===== src/rtl/imem_port_arbiter.sv =====
// Instruction-memory port arbiter: fetch has priority, a bounded fetch streak
// guarantees load/store progress, and read responses are routed back to their issuer.
module imem_port_arbiter #(
   parameter int ADDR_WIDTH      = 32,
   parameter int DATA_WIDTH      = 32,
   parameter int MAX_FETCH_BURST = 4
) (
   input  logic                      clk,
   input  logic                      rst,
   input  logic                      flush,
   input  logic                      fetch_req,
   input  logic [ADDR_WIDTH-1:0]     fetch_addr,
   output logic                      fetch_gnt,
   output logic                      fetch_stall,
   output logic                      fetch_rvalid,
   output logic [DATA_WIDTH-1:0]     fetch_rdata,
   input  logic                      ls_req,
   input  logic                      ls_we,
   input  logic [ADDR_WIDTH-1:0]     ls_addr,
   input  logic [DATA_WIDTH-1:0]     ls_wdata,
   input  logic [DATA_WIDTH/8-1:0]   ls_be,
   output logic                      ls_gnt,
   output logic                      ls_rvalid,
   output logic [DATA_WIDTH-1:0]     ls_rdata,
   output logic                      mem_req,
   output logic                      mem_we,
   output logic [ADDR_WIDTH-1:0]     mem_addr,
   output logic [DATA_WIDTH-1:0]     mem_wdata,
   output logic [DATA_WIDTH/8-1:0]   mem_be,
   input  logic [DATA_WIDTH-1:0]     mem_rdata
);

   // state     | meaning
   // OWN_NONE  | no read issued last cycle (idle or ls write)
   // OWN_FETCH | last cycle issued a fetch read; data returns now
   // OWN_LS    | last cycle issued an ls read; data returns now

   localparam logic [3:0] MAX_STREAK = 4'(MAX_FETCH_BURST);

   typedef enum logic [1:0] {
      OWN_NONE  = 2'd0,
      OWN_FETCH = 2'd1,
      OWN_LS    = 2'd2
   } owner_t;

   owner_t     r_owner;
   owner_t     w_owner_nxt;
   logic [3:0] r_streak;
   logic [3:0] w_streak_nxt;
   logic       w_fetch_ok;
   logic       w_fetch_win;
   logic       w_fetch_gnt;
   logic       w_ls_gnt;

   // Fetch wins unless ls is waiting and the fetch streak has hit its cap.
   assign w_fetch_ok  = fetch_req & ~flush;
   assign w_fetch_win = w_fetch_ok & (~ls_req | (r_streak < MAX_STREAK));
   assign w_fetch_gnt = w_fetch_win & ~rst;
   assign w_ls_gnt    = ls_req & ~w_fetch_win & ~rst;

   always_ff @(posedge clk) begin
      if (rst) begin
         r_owner  <= OWN_NONE;
         r_streak <= 4'd0;
      end else begin
         r_owner  <= w_owner_nxt;
         r_streak <= w_streak_nxt;
      end
   end

   always_comb begin
      w_owner_nxt  = OWN_NONE;
      w_streak_nxt = r_streak;
      if (w_fetch_gnt)
         w_owner_nxt = OWN_FETCH;
      else if (w_ls_gnt && !ls_we)
         w_owner_nxt = OWN_LS;

      if (!ls_req || w_ls_gnt)
         w_streak_nxt = 4'd0;
      else if (w_fetch_gnt && (r_streak < MAX_STREAK))
         w_streak_nxt = r_streak + 4'd1;
   end

   always_comb begin
      fetch_gnt    = w_fetch_gnt;
      ls_gnt       = w_ls_gnt;
      fetch_stall  = fetch_req & ~w_fetch_gnt & ~rst;
      mem_req      = w_fetch_gnt | w_ls_gnt;
      mem_we       = w_ls_gnt & ls_we;
      mem_addr     = w_fetch_gnt ? fetch_addr : ls_addr;
      mem_wdata    = ls_wdata;
      mem_be       = w_fetch_gnt ? {(DATA_WIDTH/8){1'b1}} : ls_be;
      // A flush in the return cycle kills the now-stale fetch data.
      fetch_rvalid = (r_owner == OWN_FETCH) & ~flush & ~rst;
      ls_rvalid    = (r_owner == OWN_LS) & ~rst;
      fetch_rdata  = mem_rdata;
      ls_rdata     = mem_rdata;
   end

endmodule


===== config.mk =====
export PLATFORM = sky130hd
export DESIGN_NAME = imem_port_arbiter
export DESIGN_NICKNAME = d
export VERILOG_FILES = /design/src/rtl/imem_port_arbiter.sv
export SDC_FILE = /design/constraint.sdc
export NUM_CORES = 1
export LEC_CHECK = 0
export CAP_MARGIN = 40
export CORE_AREA = 5 5 104 106
export CTS_BUF_LIST = sky130_fd_sc_hd__clkbuf_2
export CTS_CLUSTER_SIZE = 40
export DETAILED_ROUTE_END_ITERATION = 6
export DIE_AREA = 0 0 109 111
export GPL_ROUTABILITY_DRIVEN = 0
export PLACE_DENSITY = 0.74
export SLEW_MARGIN = 25
export SYNTH_ARGS = -nofsm -noshare
export SYNTH_HDL_FRONTEND = slang
export SYNTH_SLANG_ARGS = --single-unit

===== constraint.sdc =====
create_clock -name clk -period 4.62 [get_ports clk]
set_clock_uncertainty 0.2 [all_clocks]
set_input_delay 0.924 -clock clk [delete_from_list [all_inputs] [get_ports clk]]
set_output_delay 0.924 -clock clk [all_outputs]
set_load 0.005 [all_outputs]

==> impl_metrics.py <==
metrics = {
    "route": {
        "post-route-drc-count": 0,
        "drt_iter0_drc": 9,
        "first_pass_iters": 3,
        "detail_route.vias_per_cell": 3.21,
        "vias": 1027,
        "drtAntennaViolNets": 0,
        "wirelength_mm": 4.49,
        "wl_per_cell_um": 14.0,
    },
    "timing": {
        "post-route-period-util_pct": 84.9,
        "slew_violations": 0,
        "setup_tns_ps": 0,
        "worst_slack_ps": 699,
        "holdWs_ps": 376,
        "fmaxAchievable_ghz": 0.255,
        "finalCriticalPeriod_ps": 3920,
        "rsz0062_at_grt": "false",
        "setup_viol": 0,
        "final_hold_viol_count": 0,
    },
    "finish": {
        "seq_area_um2": 120,
        "n_fill_cell": 1087,
        "drive_gt1_share_pct": 21.4,
        "area_delta_synth_final_pct": 45.4,
        "nets": 328,
        "diodes": 0,
        "final_common_cell": "clkdlybuf4s50_1",
        "final_cell_mix": "116 x clkdlybuf4s50_1, 32 x mux2_2, 6 x dfxtp_1",
        "multi_input_area_um2": 527,
    },
    "clock_tree": {
        "clk_pin_slew_worst_paths_ps": 50,
        "cts_htree_levels": 1,
        "cts_tree": "done",
        "root_buffer": "clkbuf_2",
        "hold_buffers": 0,
        "post_cts_buffers": 0,
        "clk-insertion-delay-late_ps": 210,
        "cts_sinks": 6,
        "cts_made_buffers": 3,
        "clk_path_buf_depth": 2,
        "cts_resized": 0,
    },
    "setup_path": {
        "crit_end": "mem_addr[30]",
        "r2r_slack_ps": 3150,
        "reg2reg_depth": 5,
        "startpoint": "ls_req",
        "critPathKind": "in2out",
        "cp.required_ps": 3500,
        "r2r_start": "r_streak[2]",
        "endpoint_kind": "output pin",
        "cp.arrival_ps": 2800,
        "cp-start-kind": "input pin",
        "r2r_end": "r_streak[0]",
        "crit_fanout": 38,
    },
    "place": {
        "pre_cts_ws_ps": 690,
        "dpl.hpwl_mm": 3.88,
        "port-buffer-count": 116,
    },
    "synth": {
        "synth_seq_cells": 6,
        "synth_flop_cell": "dfxtp_1",
        "yosys_warnings": 0,
        "syn_nets": 305,
        "async_flop_share_pct": 0,
        "synthDistinctLibCells": 23,
        "syn_area_um2": 1400,
        "synth-edff-count": 0,
        "avgSynthCellArea_um2": 8.42,
        "ys_seq_area_share_pct": 8.59,
        "syn_inst": 166,
    },
    "global_routing": {
        "grt_pass1_wl_mm": 6.75,
        "antenna_found_initial": 0,
        "grt_max_degree": 39,
        "grt.total_usage_pct": 7.15,
        "gr-total-overflow": 0,
        "grt_pass1_vias": 1272,
    },
    "hold_path": {
        "hold_class": "reg2reg",
        "hold_path_depth": 2,
    },
    "die": {
        "dieHeight_um": 111,
        "start_util_pct": 14.4,
        "die-area_um2": 12100,
        "coreArea_um2": 9680,
        "pin_count": 277,
        "std_cell_rows": 36,
        "dieWidth_um": 109,
    },
    "job": {
        "maxCapViolCount": 0,
    },
    "power": {
        "power_w": 0.000242,
        "power.density_nw_per_um2": 119,
        "ir_drop_uv": 36.8,
        "static-leakage-power_nw": 0.774,
    },
    "outcome": {
        "status": "finished, final reports clean",
    },
}
how the worst min path moves through the flow:
stage,start,to,slack [ps]
after global routing,r_streak[3],r_streak[1],410
after CTS,r_streak[2],r_streak[2],380
after detailed placement,r_streak[2],r_streak[2],380
final,r_streak[2],r_streak[2],380
after floorplan,r_streak[3],r_streak[1],320
after global placement,r_streak[3],r_streak[1],350
worst max-delay path, stage by stage:
cell	delay [ps]
clkdlybuf4s50_1	550
o21ai_1	120
nand3_2	130
buf_12	230
mux2_2	380
clkdlybuf4s50_1	460
registers in the layout (all words and copies together), names as in the netlist:
name / cells
r_streak: 4
r_owner: 2
layout make-up:
cell class | count | share of cell area (%)
Multi-Input combinational cell | 56 | 25.9
Clock buffer | 3 | 0.739
Tap cell | 133 | 8.19
Inverter | 4 | 0.739
Sequential cell | 6 | 5.91
Timing Repair Buffer | 118 | 58.5
metal layers:
layer	routed length [um]	global-route usage, %	vias to the layer above
met4	166	4.12	0
met5	0	0	-
met2	2180	11.7	80
li1	-	-	484
met3	449	2.33	25
met1	1690	7.98	438
stage by stage:
step                cells  utilization, %  area, um2
finish                320            21.0       2030
global route          320            21.0       2030
CTS                   320            21.0       2030
detailed placement    317            20.8       2020
global placement      317            20.8       2020
floorplan             166               -       1400
cells in the mapped netlist (3+ instances only):
cell / n / area share (%)
buf_4: 96 / 52
mux2_2: 32 / 26
dfxtp_1: 6 / 8.6
buf_2: 4 / 1.4
nand2b_1: 4 / 1.8
inv_1: 3 / 0.81
nor2_1: 3 / 0.81
nor3b_1: 3 / 1.6
cell families (layout without fill, tap and decap cells):
family,Yosys count,count (layout),synth area share (%)
muxes,32,32,25.8
adders and majority gates,1,1,0.895
other,1,1,0.268
and+or+nand+nor,18,18,8.33
buffers and inverters,104,125,54.1
xor gates and xnor gates,1,1,0.627
DFF,6,6,8.59
AOI/OAI and AO/OA,3,3,1.43
where the power goes:
part | total [W] | switching, W | internal [W]
Sequential | 0.0000543 | 0.00000106 | 0.0000532
Combinational | 0.000154 | 0.0000388 | 0.000115
Clock | 0.0000337 | 0.0000162 | 0.0000176
Power figures use the tool's default switching activity.
